--- src/rtl/operand_fetch.sv ---
// Register-read stage: drives register-file read addresses and bypasses the same-cycle write-back value.
// Tracks in-flight destinations in a pending scoreboard and holds the captured operands in one output slot.
module operand_fetch #(
  parameter int RWIDTH = 6,
  parameter int DWIDTH = 32,
  parameter int CWIDTH = 16
) (
  input  logic              clk,
  input  logic              rst,
  input  logic              in_valid,
  output logic              in_ready,
  input  logic [RWIDTH-1:0] in_ra1,
  input  logic [RWIDTH-1:0] in_ra2,
  input  logic [RWIDTH-1:0] in_wa,
  input  logic              in_we,
  input  logic [CWIDTH-1:0] in_ctrl,
  output logic [RWIDTH-1:0] rf_ra1,
  output logic [RWIDTH-1:0] rf_ra2,
  input  logic [DWIDTH-1:0] rf_rd1,
  input  logic [DWIDTH-1:0] rf_rd2,
  input  logic              wb_we,
  input  logic [RWIDTH-1:0] wb_wa,
  input  logic [DWIDTH-1:0] wb_wd,
  output logic              out_valid,
  input  logic              out_ready,
  output logic [DWIDTH-1:0] out_op1,
  output logic [DWIDTH-1:0] out_op2,
  output logic [RWIDTH-1:0] out_wa,
  output logic              out_we,
  output logic [CWIDTH-1:0] out_ctrl
);

  localparam int NREG = 2 ** RWIDTH;

  typedef enum logic {EMPTY, FULL} state_t;

  state_t              state_reg;
  logic [NREG-1:0]     pending_reg;
  logic [NREG-1:0]     pending_next;
  logic [DWIDTH-1:0]   op1_reg;
  logic [DWIDTH-1:0]   op2_reg;
  logic [RWIDTH-1:0]   wa_reg;
  logic                we_reg;
  logic [CWIDTH-1:0]   ctrl_reg;

  logic [RWIDTH-1:0]   src_addr [3];
  logic [DWIDTH-1:0]   rf_data  [2];
  logic [DWIDTH-1:0]   op_sel   [2];
  logic [2:0]          wb_hit;
  logic [2:0]          blocked;
  logic                hazard;
  logic                accept;

  assign rf_ra1 = in_ra1;
  assign rf_ra2 = in_ra2;

  assign src_addr[0] = in_ra1;
  assign src_addr[1] = in_ra2;
  assign src_addr[2] = in_wa;
  assign rf_data[0]  = rf_rd1;
  assign rf_data[1]  = rf_rd2;

  // Entries 0/1 are the sources, entry 2 is the destination (WAW check).
  genvar gi;
  generate
    for (gi = 0; gi < 3; gi++) begin : g_hit
      assign wb_hit[gi]  = wb_we && (wb_wa == src_addr[gi]) && (src_addr[gi] != '0);
      assign blocked[gi] = pending_reg[src_addr[gi]] && !wb_hit[gi];
    end
    for (gi = 0; gi < 2; gi++) begin : g_sel
      assign op_sel[gi] = (src_addr[gi] == '0) ? '0 :
                          wb_hit[gi]            ? wb_wd : rf_data[gi];
    end
  endgenerate

  assign hazard   = blocked[0] || blocked[1] || (in_we && (in_wa != '0) && blocked[2]);
  assign in_ready = ((state_reg == EMPTY) || out_ready) && !hazard;
  assign accept   = in_valid && in_ready;

  // A set on the same edge as a clear wins, so a re-issued destination stays pending.
  generate
    for (gi = 0; gi < NREG; gi++) begin : g_pend
      if (gi == 0) begin : g_zero
        assign pending_next[gi] = 1'b0;
      end else begin : g_bit
        assign pending_next[gi] =
          (accept && in_we && (in_wa == RWIDTH'(gi))) ||
          (pending_reg[gi] && !(wb_we && (wb_wa == RWIDTH'(gi))));
      end
    end
  endgenerate

  always_ff @(posedge clk or posedge rst) begin
    if (rst) begin
      pending_reg <= '0;
    end else begin
      pending_reg <= pending_next;
    end
  end

  always_ff @(posedge clk or posedge rst) begin
    if (rst) begin
      state_reg <= EMPTY;
      op1_reg   <= '0;
      op2_reg   <= '0;
      wa_reg    <= '0;
      we_reg    <= 1'b0;
      ctrl_reg  <= '0;
    end else begin
      case (state_reg)
        EMPTY: begin
          if (accept) begin
            state_reg <= FULL;
          end
        end
        FULL: begin
          if (!accept && out_ready) begin
            state_reg <= EMPTY;
          end
        end
        default: state_reg <= EMPTY;
      endcase
      if (accept) begin
        op1_reg  <= op_sel[0];
        op2_reg  <= op_sel[1];
        wa_reg   <= in_wa;
        we_reg   <= in_we;
        ctrl_reg <= in_ctrl;
      end
    end
  end

  assign out_valid = (state_reg == FULL);
  assign out_op1   = op1_reg;
  assign out_op2   = op2_reg;
  assign out_wa    = wa_reg;
  assign out_we    = we_reg;
  assign out_ctrl  = ctrl_reg;

endmodule

--- config.mk ---
export PLATFORM = sky130hd
export DESIGN_NAME = operand_fetch
export DESIGN_NICKNAME = d
export VERILOG_FILES = /design/src/rtl/operand_fetch.sv
export SDC_FILE = /design/constraint.sdc
export NUM_CORES = 1
export LEC_CHECK = 0
export BUFFER_PORTS_ARGS = -buffer_cell sky130_fd_sc_hd__buf_2
export CAP_MARGIN = 20
export CORE_MARGIN = 5
export CORE_UTILIZATION = 45
export CTS_CLUSTER_SIZE = 24
export DETAILED_ROUTE_END_ITERATION = 12
export PLACE_DENSITY = 0.7
export SKIP_CTS_REPAIR_TIMING = 1
export SYNTH_ARGS = -nofsm -noshare
export SYNTH_HDL_FRONTEND = slang
export SYNTH_SLANG_ARGS = --single-unit
--- constraint.sdc ---
create_clock -name clk -period 6.5 [get_ports clk]
set_input_delay 1.95 -clock clk [delete_from_list [all_inputs] [get_ports clk]]
set_output_delay 1.95 -clock clk [all_outputs]
set_load 0.02 [all_outputs]
==> results of run 1 <==
-- layout make-up --
type                    instances  area share (%)
flip-flops and latches        151            34.4
repair buffers                260            12.3
well taps                     270            3.08
inverters                       6           0.251
clock buffers                  19            4.03
multi-input cells             569            44.5
clock inverters                13            1.47
-- routing by layer --
metal | up-vias | GRT usage, % | share of wire [%]
met1 | 3905 | 34.0 | 41
met4 | 2 | 9.21 | 3.8
li1 | 3379 | - | -
met3 | 80 | 7.19 | 8.5
met5 | - | 0 | 0.023
met2 | 433 | 41.3 | 47
-- logic make-up after synthesis --
kind of cell | synth area share, %
compound gates | 11.0
xor+xnor | 1.73
buf+inv | 5.24
flops | 41.4
simple gates | 9.25
mux | 31.4
-- worst max-delay path, stage by stage --
cell and delay [ps]:
buf_2 360, mux4_2 550, mux4_2 500, nor2_1 110, a2111o_1 100, nand4_1 160
nor3b_1 260, buf_2 230
-- cells in the final DEF, fill, tap and decap left out, drive strengths merged, types with 3 or more instances in the layout --
| cell type | synthesis | layout |
|---|---|---|
| nor2b | 13 | 13 |
| clkbuf | 39 | 19 |
| nor3 | 3 | 3 |
| mux4 | 38 | 38 |
| a22oi | 5 | 5 |
| nor2 | 80 | 80 |
| o21ai | 64 | 64 |
| mux2 | 92 | 92 |
| nand2b | 3 | 3 |
| xnor2 | 18 | 18 |
| mux2i | 88 | 88 |
| buf | 41 | 260 |
| nand3 | 25 | 25 |
| dfrtp | 151 | 151 |
| o31ai | 64 | 64 |
| nand4 | 9 | 9 |
| inv | 6 | 12 |
| nand3b | 4 | 4 |
| clkinv | 0 | 4 |
| nand2 | 31 | 31 |
-- power by group --
part	total [W]	switching, W	internal, W
logic	0.00102	0.000587	0.000433
registers	0.00129	0.000139	0.00115
clock network	0.00102	0.000432	0.000589
total	0.00333	0.00116	0.00217
-- path summary, 6_finish.rpt --
check / slack [ps] / end
setup / recovery: 310 / in_ready
hold / removal: 500 / out_wa[3]
setup reg to reg: 2890 / pending_reg[48]
hold reg to reg: 500 / out_wa[3]
max in group asynchronous: 3860 / out_wa[2]
min in group asynchronous: 1620 / out_ctrl[9]
-- stage by stage --
stage	setup WS (ps)	instances	hold slack (ps)
4_1_cts	289	1288	502
2_1_floorplan	485	806	502
6_report	313	1288	498
3_5_place_dp	296	1256	486
5_1_grt	127	1288	520
3_3_place_gp	288	1256	483
==> impl_metrics.yaml, run 1 <==
detailed_routing:
  drc: 0
  antenna_left: 0
  drt_iter0_markers: 683
  wl_per_cell_um: 23.6
  dr.pass1.iters: 5
  viasPerCell: 6.06
  finalWirelength_um: 30400
  vias: 7799
grt:
  grt_max_degree: 71
  antenna_found_initial: 1
  grt_use_total_pct: 25.9
  grt_pass1_vias: 8005
  grt_first_pass_wirelength_um: 47400
  globalRouteOverflowTotal: 0
floorplanning:
  rows: 52
  start_util_pct: 45.4
  core_um2: 20100
  die_x_um: 152
  die_area_um2: 23200
  dieHeight_um: 152
  io_pins: 243
cells_and_area:
  layout-drive-gt1-share_pct: 42.0
  area_delta_synth_final_pct: 20.3
  fill_cells: 1762
  seqCellArea_um2: 3780
  fin_area_um2: 11000
  antenna-diode-count: 0
  multi_input_area_um2: 4890
  nNetsFinal: 1147
  final_core_util_pct: 54.6
  largest_reg_flops: 63
synthesis:
  synth_edf_count: 0
  post_synth_num_cell_types: 51
  yosys.area.top_type: "dfrtp_1"
  syn_inst: 806
  async_flop_share_pct: 100
  synth_most_common_cell: "dfrtp_1"
  netlist.area_leader.share_pct: 41.4
  syn_area_per_cell_um2: 11.3
  ys_ff_latch: 151
  synth-main-ff-cell: "dfrtp_1"
  synthTopCellsByCount: "dfrtp_1, mux2i_1, nor2_1"
  yosysWarnings: 0
  synth_nets: 948
  synth.area.top_cells: "dfrtp_1, mux2i_1, mux4_2, mux2_2, o31ai_1"
  yosysSeqAreaShare_pct: 41.4
  syn_area_um2: 9130
power:
  leakage_nw: 4.87
  peakVddDrop_uv: 178
  p_total_w: 0.00333
  p_per_area_nw_per_um2: 303
cts:
  cts_htree_levels: 4
  clk_latency_ps: 420
  clk_pin_slew_ps: 60
  cts_buffers: 17
  cts_buffer_depth: 2
  cts_sinks: 151
  cts-root-buf: "clkbuf_16"
  cts_tree: "yes"
sta:
  max_clock_freq_ghz: 0.162
  setup_viol: 0
  max_slew.worst_pin.slew_ps: 1060
  fin_crit_sh_pct: 95.2
  rsz0062_at_grt: "no"
  fin_crit_ps: 6190
  finalSetupTns_ps: 0
  slew_violations: 0
  skew_ps: 13.1
  slew_headroom_pct: 29.4
  hold_viol: 0
critical_path:
  crit_arrival_ps: 4240
  path_max_fanout: 14
  required_ps: 4550
  path_class: "primary input to primary output"
  reg2reg_depth: 8
  critPathLaunch: "in_ra2[0]"
  r2r_start: "pending_reg[34]"
  start_kind: "primary input"
  critPathCaptureType: "primary output"
outcome:
  status: "finished clean"
placed_design:
  hpwl_um: 22000
  gp_congestion: 1.02
  place_area_um2: 10400
  numPortBuffers: 242
run:
  cap_violations: 0
worst_hold_path:
  worstHoldStart: "out_wa[3]"
  worstHoldPathType: "flop to flop"
  hold_path_depth: 1
(Power assumes the default switching activity.)
==> run 2: changes to the inputs <==
Settings changed: CORE_ASPECT_RATIO set to 2.
==> impl_metrics.yaml, run 2 (synthesis gave the netlist of run 1 again) <==
outcome:
  status: "finished clean"
floorplanning:
  io_pins: 243
  die_area_um2: 23400
  core_um2: 19900
  die_x_um: 111
  dieHeight_um: 211
  start_util_pct: 45.8
  rows: 73
critical_path:
  slowest_delay_ps: 570
  path_class: "primary input to primary output"
  r2r_start: "pending_reg[4]"
  reg2reg_to: "out_op2[22]"
  crit_buf_inv: 2
  required_ps: 4550
  path_max_fanout: 19
  crit_chain: "buf_2 > mux4_2 > nor2_1 > and4b_1 > o2111ai_1 > nand4_1 > nor3b_1 > buf_2"
  critPathTopFamily: "simple AND/OR/NAND/NOR gates"
  critPathCaptureType: "primary output"
  start_kind: "primary input"
  reg2reg_depth: 7
  crit_arrival_ps: 4050
  critPathMostFrequentCell: "buf_2"
  slowest_stage: "mux4_2"
  r2r_setup_slack_ps: 3080
cells_and_area:
  antenna-diode-count: 0
  layout_commonest_cell: "buf_2"
  area_delta_synth_final_pct: 20.7
  largest_reg_flops: 63
  final_cell_mix: "buf_2, dfrtp_1, mux2i_1"
  layout-drive-gt1-share_pct: 42.0
  nNetsFinal: 1146
cts:
  cts-root-buf: "clkbuf_16"
  clk_pin_slew_ps: 60
  cts_sinks: 151
  cts_buffers: 17
  cts_buffer_depth: 2
  cts_htree_levels: 4
  clk_latency_ps: 420
  cts_tree: "yes"
detailed_routing:
  drt_iter0_markers: 416
  drc: 0
  antenna_left: 0
  finalWirelength_um: 31300
  dr.pass1.iters: 5
  vias: 7617
  wl_per_cell_um: 24.5
  viasPerCell: 5.96
sta:
  fin_ws_ps: 500
  rsz0062_at_grt: "no"
  setup_viol: 0
  fin_crit_sh_pct: 92.3
  max_slew.worst_pin.slew_ps: 886
  slew_headroom_pct: 40.8
  max_clock_freq_ghz: 0.167
  slew_violations: 0
  skew_ps: 8.97
  finalSetupTns_ps: 0
  fin_crit_ps: 6000
  hold_viol: 0
worst_hold_path:
  worstHoldStart: "out_op1[31]"
  worstHoldPathType: "flop to flop"
  holdPathEnd: "out_op1[31]"
  hold_path_depth: 1
placed_design:
  gp_congestion: 1.02
  hpwl_um: 24100
  dpl_worst_slack_ps: 521
  numPortBuffers: 242
power:
  internal_power_w: 0.00223
  clockPowerShare_pct: 31.2
  sw_frac_of_total_pct: 33.6
  p_per_area_nw_per_um2: 305
  peakVddDrop_uv: 236
  leakage_nw: 4.89
  p_total_w: 0.00336
  switching_power_w: 0.00113
  seqPwrFrac_pct: 38.6
  comb_power_share_pct: 30.2
run:
  cap_violations: 0
grt:
  grt_use_total_pct: 26.6
  globalRouteOverflowTotal: 0
  grt_max_degree: 75
  grt_pass1_vias: 8298
  grt_first_pass_wirelength_um: 47800
  antenna_found_initial: 0
==> run 2: cell count changes in the layout (fill, tap and decap cells not counted), moves of 2 or more <==
cell,previous run,this run
buf_12,0,2
buf_4,18,15
bufinv_16,2,4
clkinv_4,2,6
inv_6,6,2
==> run 2: worst reg2reg max path, stage by stage, from the launching register on <==
cell and delay [ps]:
dfrtp_1 440, mux2i_1 110, o311ai_0 730, nand4_1 270, nor3_1 310, or3_4 630, buf_4 440, mux2_2 370
==> run 2: power groups by stage <==
stage / registers [W] / logic (W) / clock network, W
final: 0.00130 / 0.00101 / 0.00105
after global routing: 0.00132 / 0.00108 / 0.00111
after CTS: 0.00129 / 0.00102 / 0.00107
after detailed placement: 0.00130 / 0.00102 / 0
after global placement: 0.00130 / 0.00101 / 0
after floorplan: 0.00149 / 0.000444 / 0
==> run 2: metal layers <==
layer / GRT usage [%] / part of all wire (%) / vias to the layer above
met5: 0 / 0 / -
met4: 18.0 / 7.7 / 0
met3: 5.41 / 7.0 / 130
met2: 49.2 / 54 / 415
met1: 26.5 / 31 / 3699
li1: - / - / 3373
==> run 2: worst max-delay path by stage <==
stage / slack, ps / from / to / cells after the start
finish: 500 / in_wa[0] / in_ready / 8
global route: 350 / in_ra2[0] / in_ready / 9
CTS: 510 / in_wa[0] / in_ready / 9
detailed placement: 520 / in_ra2[0] / in_ready / 9
global placement: 500 / in_wa[0] / in_ready / 8
floorplan: 490 / rst / out_ctrl[0] / 1
==> run 2: area by class of cell <==
type	instances	area, µm²
fill	1826	8890
multi-input combinational	569	4890
sequential	151	3780
timing repair buffer	259	1360
clock buffer	18	429
tap	262	328
clock inverter	14	201
inverter	6	27.5
==> run 2: metrics by stage <==
stage | util [%] | std cells | hold WS, ps | instance area (µm²)
2_1_floorplan | - | 806 | 502 | 9130
3_3_place_gp | 52.2 | 1247 | 483 | 10400
3_5_place_dp | 52.2 | 1247 | 487 | 10400
4_1_cts | 55.3 | 1279 | 501 | 11000
5_1_grt | 55.3 | 1279 | 521 | 11000
6_report | 55.3 | 1279 | 500 | 11000
